--- config.mk ---
export PLATFORM = sky130hd
export DESIGN_NAME = fx_mul_flat
export DESIGN_NICKNAME = d
export VERILOG_FILES = /design/src/rtl/fpga_cfg_pkg.sv /design/src/rtl/fx_mul_pkg.sv /design/src/rtl/fx_mul_if.sv /design/src/rtl/fx_round_sat.sv /design/src/rtl/fx_mul.sv /design/src/flat_wrapper.sv
export SDC_FILE = /design/constraint.sdc
export NUM_CORES = 2
export LEC_CHECK = 0
export BUFFER_PORTS_ARGS = -buffer_cell sky130_fd_sc_hd__buf_2
export CORE_UTILIZATION = 52
export DETAILED_ROUTE_END_ITERATION = 7
export PLACE_DENSITY = 0.68
export SLEW_MARGIN = 5
export SYNTH_ARGS = -nofsm -noshare
export SYNTH_HDL_FRONTEND = slang
export SYNTH_SLANG_ARGS = --single-unit
export TNS_END_PERCENT = 50
--- constraint.sdc ---
create_clock -name clk -period 10.85 [get_ports clk]
set_input_delay 2.17 -clock clk [delete_from_list [all_inputs] [get_ports clk]]
set_output_delay 2.17 -clock clk [all_outputs]
set_load 0.05 [all_outputs]
--- src/rtl/fpga_cfg_pkg.sv ---
// ---------------------------------------------------------------------------
// fpga_cfg_pkg
// Shared fixed-point configuration for the math blocks (multiplier, divider).
//   FP_WIDTH        total operand/result bits, two's complement
//   FP_QINT         integer bits including sign
//   FP_QFRAC        fractional bits
//   FP_MUL_LATENCY  fx_mul pipeline depth, accept to valid_out
//   fp_max/fp_min   saturation bounds for a w-bit signed value (w <= 64),
//                   returned sign-extended to 64 bits; callers truncate.
// ---------------------------------------------------------------------------
package fpga_cfg_pkg;

    localparam int FP_WIDTH       = 32;
    localparam int FP_QINT        = 16;
    localparam int FP_QFRAC       = 16;
    localparam int FP_MUL_LATENCY = 3;

    function automatic logic [63:0] fp_max(input int w);
        return (64'd1 << (w - 1)) - 64'd1;
    endfunction

    // Bitwise complement of the max is exactly -2^(w-1), sign-extended.
    function automatic logic [63:0] fp_min(input int w);
        return ~fp_max(w);
    endfunction

endpackage

--- src/rtl/fx_mul_pkg.sv ---
// ---------------------------------------------------------------------------
// fx_mul_pkg
// Pipeline-shape constants for fx_mul.
//   FX_MUL_MIN_LATENCY  operand register + output register
//   fx_prod_stages()    number of product register stages between them
// ---------------------------------------------------------------------------
package fx_mul_pkg;

    localparam int FX_MUL_MIN_LATENCY = 2;

    function automatic int fx_prod_stages(input int latency);
        return latency - FX_MUL_MIN_LATENCY;
    endfunction

endpackage

--- src/rtl/fx_mul_if.sv ---
// ---------------------------------------------------------------------------
// fx_mul_if
// Valid/ready elastic bus of the fixed-point multiplier.
//   upstream   : valid_in, ready_out, a, b
//   downstream : valid_out, ready_in, result, sat_out
//   status     : sat_sticky, clr_sticky
// Modport slave is the multiplier side, master is the user side.
// ---------------------------------------------------------------------------
interface fx_mul_if
    import fpga_cfg_pkg::*;
#(
    parameter int WIDTH = FP_WIDTH
);
    logic             valid_in;
    logic             ready_out;
    logic [WIDTH-1:0] a;
    logic [WIDTH-1:0] b;
    logic             valid_out;
    logic             ready_in;
    logic [WIDTH-1:0] result;
    logic             sat_out;
    logic             sat_sticky;
    logic             clr_sticky;

    modport slave (
        input  valid_in, a, b, ready_in, clr_sticky,
        output ready_out, valid_out, result, sat_out, sat_sticky
    );

    modport master (
        output valid_in, a, b, ready_in, clr_sticky,
        input  ready_out, valid_out, result, sat_out, sat_sticky
    );
endinterface

--- src/rtl/fx_round_sat.sv ---
// ---------------------------------------------------------------------------
// fx_round_sat
// Combinational round-half-up and saturate of a full-width signed product
// down to a Q(WIDTH-QFRAC.QFRAC) value.
//   prod_i   : 2*WIDTH signed product
//   result_o : WIDTH-bit rounded/saturated value
//   sat_o    : high when the rounded value was clamped
// ---------------------------------------------------------------------------
module fx_round_sat
    import fpga_cfg_pkg::*;
#(
    parameter int WIDTH = FP_WIDTH,
    parameter int QFRAC = FP_QFRAC
) (
    input  logic signed [2*WIDTH-1:0] prod_i,
    output logic        [WIDTH-1:0]   result_o,
    output logic                      sat_o
);
    localparam int PW = 2 * WIDTH;
    localparam logic signed [PW-1:0] HALF    = PW'(1) << (QFRAC - 1);
    localparam logic [WIDTH-1:0]     SAT_MAX = WIDTH'(fp_max(WIDTH));
    localparam logic [WIDTH-1:0]     SAT_MIN = WIDTH'(fp_min(WIDTH));

    logic signed [PW-1:0] rounded;
    logic signed [PW-1:0] shifted;
    logic        [WIDTH:0] upper;

    // The product of two WIDTH-bit values never reaches the top of the
    // 2*WIDTH range, so adding half an LSB cannot wrap.
    assign rounded = prod_i + HALF;
    assign shifted = rounded >>> QFRAC;
    assign upper   = shifted[PW-1:WIDTH-1];

    // The value fits in WIDTH bits exactly when the bits above the result
    // sign are copies of it.
    always_comb begin
        result_o = shifted[WIDTH-1:0];
        sat_o    = 1'b0;
        if (!((&upper) || !(|upper))) begin
            sat_o    = 1'b1;
            result_o = shifted[PW-1] ? SAT_MIN : SAT_MAX;
        end
    end
endmodule

--- src/rtl/fx_mul.sv ---
// ---------------------------------------------------------------------------
// fx_mul
// Pipelined signed fixed-point multiplier with round-half-up and saturation.
//   clk, rst : clock, synchronous active-high reset (drops in-flight data)
//   bus      : fx_mul_if.slave - valid/ready input of a,b, valid/ready output
//              of result/sat_out, sticky saturation flag with clear
// Stages: 0 operand register, 1..LATENCY-2 product registers,
// LATENCY-1 round/saturate output register. Stalls propagate backwards
// combinationally; empty stages always load so bubbles collapse.
// ---------------------------------------------------------------------------
module fx_mul
    import fpga_cfg_pkg::*;
    import fx_mul_pkg::*;
#(
    parameter int WIDTH   = FP_WIDTH,
    parameter int QINT    = FP_QINT,
    parameter int QFRAC   = FP_QFRAC,
    parameter int LATENCY = FP_MUL_LATENCY
) (
    input  logic     clk,
    input  logic     rst,
    fx_mul_if.slave  bus
);
    localparam int PW          = 2 * WIDTH;
    localparam int PROD_STAGES = fx_prod_stages(LATENCY);

    if ((QINT + QFRAC != WIDTH) || (QFRAC < 1) || (LATENCY < FX_MUL_MIN_LATENCY)) begin : g_bad_cfg
        $error("fx_mul: invalid WIDTH/QINT/QFRAC/LATENCY combination");
    end

    logic [LATENCY-1:0] v_q;   // per-stage valid
    logic [LATENCY-1:0] en;    // per-stage load enable (stage empty or moving on)

    logic [WIDTH-1:0]     a_q;
    logic [WIDTH-1:0]     b_q;
    logic signed [PW-1:0] mult_c;
    logic signed [PW-1:0] round_in;
    logic [WIDTH-1:0]     rs_result;
    logic                 rs_sat;
    logic [WIDTH-1:0]     result_q;
    logic                 sat_q;
    logic                 sticky_q;
    logic                 sticky_d;

    // Advance chain, walked from the output back to the input so that
    // ready_in reaches ready_out in the same cycle.
    always_comb begin
        logic chain;
        chain = bus.ready_in;
        en    = '0;
        for (int k = LATENCY - 1; k >= 0; k--) begin
            chain = !v_q[k] || chain;
            en[k] = chain;
        end
    end

    genvar gi;
    for (gi = 0; gi < LATENCY; gi++) begin : g_valid
        if (gi == 0) begin : g_head
            always_ff @(posedge clk) begin
                if (rst) begin
                    v_q[gi] <= 1'b0;
                end else if (en[gi]) begin
                    v_q[gi] <= bus.valid_in;
                end
            end
        end else begin : g_tail
            always_ff @(posedge clk) begin
                if (rst) begin
                    v_q[gi] <= 1'b0;
                end else if (en[gi]) begin
                    v_q[gi] <= v_q[gi-1];
                end
            end
        end
    end

    // Stage 0: operands.
    always_ff @(posedge clk) begin
        if (rst) begin
            a_q <= '0;
            b_q <= '0;
        end else if (en[0] && bus.valid_in) begin
            a_q <= bus.a;
            b_q <= bus.b;
        end
    end

    // Full-width signed product; the sign-extended operands make the low
    // 2*WIDTH bits of the unsized multiply the exact signed product.
    assign mult_c = $signed({{WIDTH{a_q[WIDTH-1]}}, a_q})
                  * $signed({{WIDTH{b_q[WIDTH-1]}}, b_q});

    if (PROD_STAGES == 0) begin : g_direct
        assign round_in = mult_c;
    end else begin : g_prod
        logic signed [PW-1:0] prod_q [PROD_STAGES];

        // Extra product stages give the synthesiser room to retime the
        // multiply across them.
        always_ff @(posedge clk) begin
            if (rst) begin
                for (int j = 0; j < PROD_STAGES; j++) begin
                    prod_q[j] <= '0;
                end
            end else begin
                if (en[1] && v_q[0]) begin
                    prod_q[0] <= mult_c;
                end
                for (int j = 1; j < PROD_STAGES; j++) begin
                    if (en[j+1] && v_q[j]) begin
                        prod_q[j] <= prod_q[j-1];
                    end
                end
            end
        end

        assign round_in = prod_q[PROD_STAGES-1];
    end

    fx_round_sat #(
        .WIDTH (WIDTH),
        .QFRAC (QFRAC)
    ) u_round_sat (
        .prod_i   (round_in),
        .result_o (rs_result),
        .sat_o    (rs_sat)
    );

    // Output stage only loads on real data so a held result stays stable.
    always_ff @(posedge clk) begin
        if (rst) begin
            result_q <= '0;
            sat_q    <= 1'b0;
        end else if (en[LATENCY-1] && v_q[LATENCY-2]) begin
            result_q <= rs_result;
            sat_q    <= rs_sat;
        end
    end

    // Set beats clear when both happen in the same cycle.
    always_comb begin
        sticky_d = sticky_q;
        if (bus.clr_sticky) begin
            sticky_d = 1'b0;
        end
        if (v_q[LATENCY-1] && bus.ready_in && sat_q) begin
            sticky_d = 1'b1;
        end
    end

    always_ff @(posedge clk) begin
        if (rst) begin
            sticky_q <= 1'b0;
        end else begin
            sticky_q <= sticky_d;
        end
    end

    assign bus.ready_out  = en[0];
    assign bus.valid_out  = v_q[LATENCY-1];
    assign bus.result     = result_q;
    assign bus.sat_out    = sat_q;
    assign bus.sat_sticky = sticky_q;
endmodule

--- src/flat_wrapper.sv ---
// flat-port wrapper written by rule: the top's interface ports become plain ports
module fx_mul_flat import fpga_cfg_pkg::*; import fx_mul_pkg::*;
#(
    parameter int WIDTH   = FP_WIDTH,
    parameter int QINT    = FP_QINT,
    parameter int QFRAC   = FP_QFRAC,
    parameter int LATENCY = FP_MUL_LATENCY
)
  (clk, rst, bus_valid_in, bus_a, bus_b, bus_ready_in, bus_clr_sticky, bus_ready_out, bus_valid_out, bus_result, bus_sat_out, bus_sat_sticky);
  fx_mul_if #(.WIDTH(WIDTH)) bus_i ();
  input  logic clk;
  input  logic rst;
  input wire logic [$bits(bus_i.valid_in)-1:0] bus_valid_in;
  input wire logic [$bits(bus_i.a)-1:0] bus_a;
  input wire logic [$bits(bus_i.b)-1:0] bus_b;
  input wire logic [$bits(bus_i.ready_in)-1:0] bus_ready_in;
  input wire logic [$bits(bus_i.clr_sticky)-1:0] bus_clr_sticky;
  output wire logic [$bits(bus_i.ready_out)-1:0] bus_ready_out;
  output wire logic [$bits(bus_i.valid_out)-1:0] bus_valid_out;
  output wire logic [$bits(bus_i.result)-1:0] bus_result;
  output wire logic [$bits(bus_i.sat_out)-1:0] bus_sat_out;
  output wire logic [$bits(bus_i.sat_sticky)-1:0] bus_sat_sticky;
  assign bus_i.valid_in = bus_valid_in;
  assign bus_i.a = bus_a;
  assign bus_i.b = bus_b;
  assign bus_i.ready_in = bus_ready_in;
  assign bus_i.clr_sticky = bus_clr_sticky;
  assign bus_ready_out = bus_i.ready_out;
  assign bus_valid_out = bus_i.valid_out;
  assign bus_result = bus_i.result;
  assign bus_sat_out = bus_i.sat_out;
  assign bus_sat_sticky = bus_i.sat_sticky;
  fx_mul #(.WIDTH(WIDTH), .QINT(QINT), .QFRAC(QFRAC), .LATENCY(LATENCY)) u_core (.clk(clk), .rst(rst), .bus(bus_i));
endmodule
# After elaboration in Yosys (flattened, before gate mapping)
# Memories as Yosys holds them, arrays and structs flattened.
# Index checks and enable logic that the tools add are counted.
[totals]
regBits = 101
mem_bits_rw = 64
in_bits = 69
output_inout_bits = 36
wordCells = 40
mem_count = 1
[mem_list]
columns = ["memory", "words", "word_bits", "rd", "rd_ports_with_merged_regs", "wr", "line", "text"]
rows = [
  ["u_core.g_prod.prod_q", 1, 64, 1, 0, 1, "fx_mul.sv:97", "logic signed [PW-1:0] prod_q [PROD_STAGES];"],
]
[classes]
add_sub_neg = 1
multipliers = 1
muxes = 12
reduce_logical = 17
[ops]
columns = ["operator", "n"]
rows = [
  ["adder 64 x 17 -> 64 bit, second input constant", 1],
  ["multiplier 32 x 32 -> 64 bit", 1],
  ["2-to-1 mux 32 bit", 2],
  ["2-to-1 mux 64 bit", 1],
  ["OR reduction 64 bit", 1],
  ["AND reduction 17 bit", 1],
  ["OR reduction 17 bit", 1],
  ["2-to-1 mux 1 bit", 9],
  ["logical AND 1 bit", 5],
  ["logical NOT 1 bit", 4],
  ["logical OR 1 bit", 4],
  ["nonzero test 2 bit", 1],
]

# Logic depth before layout (Yosys ltp)
[logic_depth]
word_depth = 9
ltp_mapped = 27
ltp_nobuf = 26

# Modules after synthesis
# Synthesis repeated with hierarchy kept, for this count alone.
[hier_totals]
hier_cells = 4637
hier_area_um2 = 43327.8
[by_module_without_submodules]
columns = ["mod", "n_inst", "cells_per_inst", "area_per_inst_um2", "seq_area_each_um2"]
rows = [
  ["fx_mul", 1, 4428, 41765.1, 3943.8],
  ["fx_round_sat", 1, 209, 1562.7, 0.0],
]

# Worst setup path after synthesis
# OpenSTA, ideal clock, no wires.
[synth_timing]
kind = "register -> register"
start = "reg u_core.a_q[31]"
end = "mem u_core.g_prod.prod_q[0][60] (netlist bit), data pin"
setup_time_ns = 0.265
arrival_ns = 7.428
required_time_ns = 10.585
setup_slack_ns = 3.157
stages_incl_launch_ff = 27
path_buffers = 1
synth_period_minus_slack_ns = 7.693
cell_sequence = "dfxtp_1 > clkbuf_1 > nand2_1 > inv_1 > fa_1 > inv_1 > fa_1 > inv_1 > fa_1 > fa_1 > inv_1 > fa_1 > inv_1 > fa_1 > inv_1 > fa_1 > inv_1 > fa_1 > ha_1 > a21o_1 > a21oi_1 > o21ai_0 > a221o_1 > a21oi_1 > o21ai_0 > o21ai_0 > o31ai_1"
[synth_via]
elab_chain_cells = 2
[synth_rtl]
columns = ["item", "line", "text"]
rows = [
  ["start: declaration", "fx_mul.sv:34", "logic [WIDTH-1:0] a_q;"],
  ["start signal: assignment", "fx_mul.sv:84", "a_q <= bus.a;"],
  ["multiplier 32 x 32 -> 64 bit", "fx_mul.sv:92", "* $signed({{WIDTH{b_q[WIDTH-1]}}, b_q});"],
  ["2-to-1 mux 64 bit (no line)", "--", ""],
  ["end: declaration", "fx_mul.sv:97", ""],
]
# Every way passes these cells.

# Final worst setup path
[layout_timing]
start = "reg u_core.a_q[14]"
end = "mem u_core.g_prod.prod_q[0][61] (netlist bit), data pin"
# Same word-level chain as after synthesis.

==> results.txt <==
----------------------------------------------------
[Finish]
  Ratio of cells with drive above 1 in the final layout ... under 10%
  Storage element area ... between 3000 and 4000 sq um
  Synth-to-layout area growth ... 4.88%
  Area of the multi-input gates ... around 34,000 sq um
  Final Net Count ... around 6,000
  Filler cell count in the final layout ... approximately 7,300

[Global route]
  Antenna violations before repair ... 2
  Maximum number of pins on one net before global-route repair ... between 60 and 70
  Number of global-route vias before repair ... ~34,000
  Overflow left after global routing ... 0
  Global-route wire length before repair ... ~190,000 um
  Global-route usage over all layers ... between 20% and 30%

[Clock network]
  Max clock buf depth ... 2
  Level count of the clock H-tree ... 4
  Root buffer cell ... sky130_fd_sc_hd__clkbuf_16
  Clock sink total ... 150
  Clock network latency to the later pin of the worst-skew pair ... 0.50 ns
  Buffers inserted during post-CTS setup optimization ... 0
  Number of CTS-inserted buffers ... 17
  Hold-fix buffer count after cts ... 0
  Count of cells resized by post-cts repair ... 0
  Clock tree from TritonCTS ... built
  CTS clk-pin slew, worst paths ... 0.08 ns

[Timing]
  RSZ-0062 raised after global routing ... false
  Worst max-slew margin expressed relative to the limit ... between 30% and 40%
  Layout Skew ... about 0.017 ns
  Actual transition at the worst max-transition pin ... ~1.0 ns
  Min cycle time layout ... between 8 and 9 ns
  Timing-limited maximum frequency ... 112 MHz
  Hold Fails Final Rpt ... 0
  Slew Viols, Final ... 0
  Final-report setup violation count ... 0
  Final clock period utilization by the worst path ... between 80% and 90%
  Setup tns final ... 0 ns

[Floorplanning]
  Standard-cell row count ... approximately 100
  Floorplan Core Area ... about 81,000 sq um
  I/O pin count ... approximately 110
  Die Footprint ... slightly above 80,000 sq um
  Floorplan die height ... approximately 290 um
  Die width ... around 290 um
  Initial Utilization ... between 50% and 60%

[Yosys]
  Main flop type after synthesis ... sky130_fd_sc_hd__dfxtp_1
  Netlist cell types ... 67
  Number of synthesized flops with an enable pin ... around 50
  Post-synthesis async set-or-reset flop share ... 0%
  Top-count cell post-synth ... sky130_fd_sc_hd__fa_1
  Share of synthesized area occupied by flip-flops and latches ... 8.23%
  Flip-flop and latch count after synthesis ... 150
  Post-Synthesis Cells ... between 4,000 and 5,000
  Commonest cells in the synthesized netlist ... 1,081 x sky130_fd_sc_hd__fa_1, 991 x sky130_fd_sc_hd__inv_1, 656 x sky130_fd_sc_hd__nand2_1, 526 x sky130_fd_sc_hd__and2_1, 234 x sky130_fd_sc_hd__clkbuf_1
  Mapped Nets ... a little under 6,000
  Proportion of netlist area held by the largest area contributor ... roughly half
  Main area contributors after synthesis ... sky130_fd_sc_hd__fa_1 51%, sky130_fd_sc_hd__inv_1 8.8%, sky130_fd_sc_hd__and2_1 7.7%
  Post-synthesis instance area ... approximately 42,000 sq um
  Biggest area consumer among synthesized cells ... sky130_fd_sc_hd__fa_1
  Yosys synthesis warning count ... 0
  Post-synthesis area per instance ... 9.32 sq um

[Detailed routing]
  Number of DRC violations after detailed routing ... 6
  Routed length per instance ... between 20 and 25 um
  Number of antenna-violating nets in the routed design ... 0
  Number of vias per cell after detailed routing ... around 5.4
  Total wire length ... roughly 110,000 um
  Pre-antenna DRT Iters ... 7
  Vias post-DR ... 30,300
  1st-iter DRT viols ... around 1,800

[Setup path]
  Critical-path maximum fanout ... 18
  Crit start category ... flop
  Critical path data arrival time ... between 9 and 10 ns
  CP Class ... flop to flop
  Crit-path max cell delay ... just over 1 ns
  Chain of cells forming the critical path ... buf_4 -> nand2_1 -> fa_1 -> fa_1 -> inv_1 -> fa_1 -> fa_1 -> fa_1 -> fa_1 -> fa_1 -> inv_1 -> fa_1 -> inv_1 -> ha_1 -> and3_1 -> nand3_1 -> a211o_1 -> a311oi_1 -> o31a_1 -> o21ai_0 -> a211oi_1 -> o21a_1 -> nor3_1
  Library cell appearing most often on the critical path ... sky130_fd_sc_hd__fa_1
  Worst EP required ... approximately 11 ns
  Capturing element type of the critical path ... flop
  Crit path max-delay cell type ... sky130_fd_sc_hd__dfxtp_1

[Pwr]
  Portion of total power attributed to combinational logic ... 66.4%
  Part of the total power dissipated in sequential elements ... between 15 and 20%
  Switch share ... about 51%
  Total power of the final layout ... about 0.0042 W
  Worst-case vdd ir drop ... ~0.13 mV
  Internal ... a little over 0.002 W
  Part of the power in the clock network ... roughly 15%
  Net switching power ... 0.00213 W
  Power density over the cells ... roughly 94 nW/um^2
  Static power due to leakage ... 21.8 nW

[Place]
  Final HPWL DP ... 91,400 um
  Port buffer count ... 104
  GPL Wtd Cong ... 0.922

[Outcome]
  Violated checks ... design-rule violations
  Status ... complete, but fails checks

[Worst hold path]
  Worst min-delay path class ... flop to flop

[Run]
  Maximum Capacitance Violations ... 0

----------------------------------------------------
==> state kept, by name, indices dropped and copies added, names as in the netlist <==
signal,cells
u_core.bus.sat_out,1
u_core.a_q,32
u_core.b_q,32
u_core.bus.valid_out,1
u_core.g_prod.prod_q,49
u_core.bus.sat_sticky,1
u_core.bus.result,32
u_core.v_q,2
==> metal layers <==
layer  wire length, um  track usage (%)
met5                 0                0
met4              6190             15.0
met3              5690             3.97
met2             57800             52.3
met1             43000             34.8
==> final cells by class <==
cell class	instances	share of cell area (%)
antenna	2	0.0112
clock buffer	19	1.04
clock inverter	13	0.329
inverter	991	8.35
multi-input combinational	3172	77.0
sequential	150	7.88
tap	1060	2.98
timing repair buffer	173	2.37
==> power groups by stage <==
stage / Sequential (W) / Combinational [W] / Clock [W]
floorplan: 0.000722 / 0.00201 / 0
global placement: 0.000767 / 0.00276 / 0
detailed placement: 0.000769 / 0.00279 / 0
CTS: 0.000756 / 0.00280 / 0.000664
global route: 0.000766 / 0.00314 / 0.000681
finish: 0.000760 / 0.00278 / 0.000645
==> placed cells by master (no fill, tap or decap), types with 16 or more instances in the layout <==
| cell | synthesis | routed |
|---|---|---|
| sky130_fd_sc_hd__nand2b_1 | 17 | 16 |
| sky130_fd_sc_hd__o21ai_0 | 35 | 35 |
| sky130_fd_sc_hd__a211oi_2 | 30 | 30 |
| sky130_fd_sc_hd__nand3_1 | 43 | 43 |
| sky130_fd_sc_hd__buf_4 | 0 | 69 |
| sky130_fd_sc_hd__xnor2_1 | 62 | 61 |
| sky130_fd_sc_hd__and3_1 | 19 | 19 |
| sky130_fd_sc_hd__ha_1 | 181 | 181 |
| sky130_fd_sc_hd__buf_2 | 4 | 103 |
| sky130_fd_sc_hd__clkbuf_16 | 0 | 18 |
| sky130_fd_sc_hd__nor2_1 | 121 | 121 |
| sky130_fd_sc_hd__o21ai_1 | 31 | 31 |
| sky130_fd_sc_hd__and2_1 | 526 | 526 |
| sky130_fd_sc_hd__dfxtp_1 | 101 | 88 |
| sky130_fd_sc_hd__nor3_1 | 30 | 30 |
| sky130_fd_sc_hd__fa_1 | 1081 | 1081 |
| sky130_fd_sc_hd__nand2_1 | 656 | 655 |
| sky130_fd_sc_hd__edfxtp_1 | 49 | 49 |
| sky130_fd_sc_hd__a21o_1 | 26 | 26 |
| sky130_fd_sc_hd__a21oi_1 | 129 | 129 |
| sky130_fd_sc_hd__inv_1 | 991 | 991 |
| sky130_fd_sc_hd__xor2_1 | 20 | 20 |
| sky130_fd_sc_hd__nand4_1 | 23 | 23 |
==> worst paths after layout <==
check	from	endpoint	slack, ns	depth (start not counted)
worst max-delay path	u_core.a_q[14]	u_core.g_prod.prod_q[0][61]	1.92	23
worst min-delay path	u_core.a_q[1]	u_core.a_q[1]	0.46	2
worst max register to register	u_core.a_q[14]	u_core.g_prod.prod_q[0][61]	1.92	23
worst min register to register	u_core.a_q[1]	u_core.a_q[1]	0.46	2
==> critical path: cells and delay by family, from the launching register on <==
family                     cells  cell delay (ns)
AOI/OAI and AO/OA              6             2.06
adders and majority gates      9             4.43
and+or+nand+nor                4             0.59
buffers and inverters          4             0.58
DFF                            1             1.01
==> per-stage QoR <==
step           hold WS, ns  setup slack [ns]  instances  util [%]  area, sq um
2_1_floorplan        0.471              3.16       4558         -        42500
3_3_place_gp         0.443              2.06       5546      54.4        43900
3_5_place_dp         0.448              1.96       5546      54.4        43900
4_1_cts              0.459              1.91       5578      55.2        44500
5_1_grt              0.476              1.34       5578      55.2        44500
6_report             0.456              1.92       5580      55.2        44500
==> cell families after synthesis <==
| group | Yosys count | share of synthesized area, % |
|---|---|---|
| AOI/OAI and AO/OA | 337 | 5.34 |
| xor gates and xnor gates | 82 | 1.69 |
| adders and majority gates | 1262 | 56.3 |
| buffers and inverters | 1236 | 11.0 |
| DFF | 150 | 8.23 |
| muxes | 4 | 0.0972 |
| and+or+nand+nor | 1487 | 17.3 |
Power figures use the tool's default switching activity.
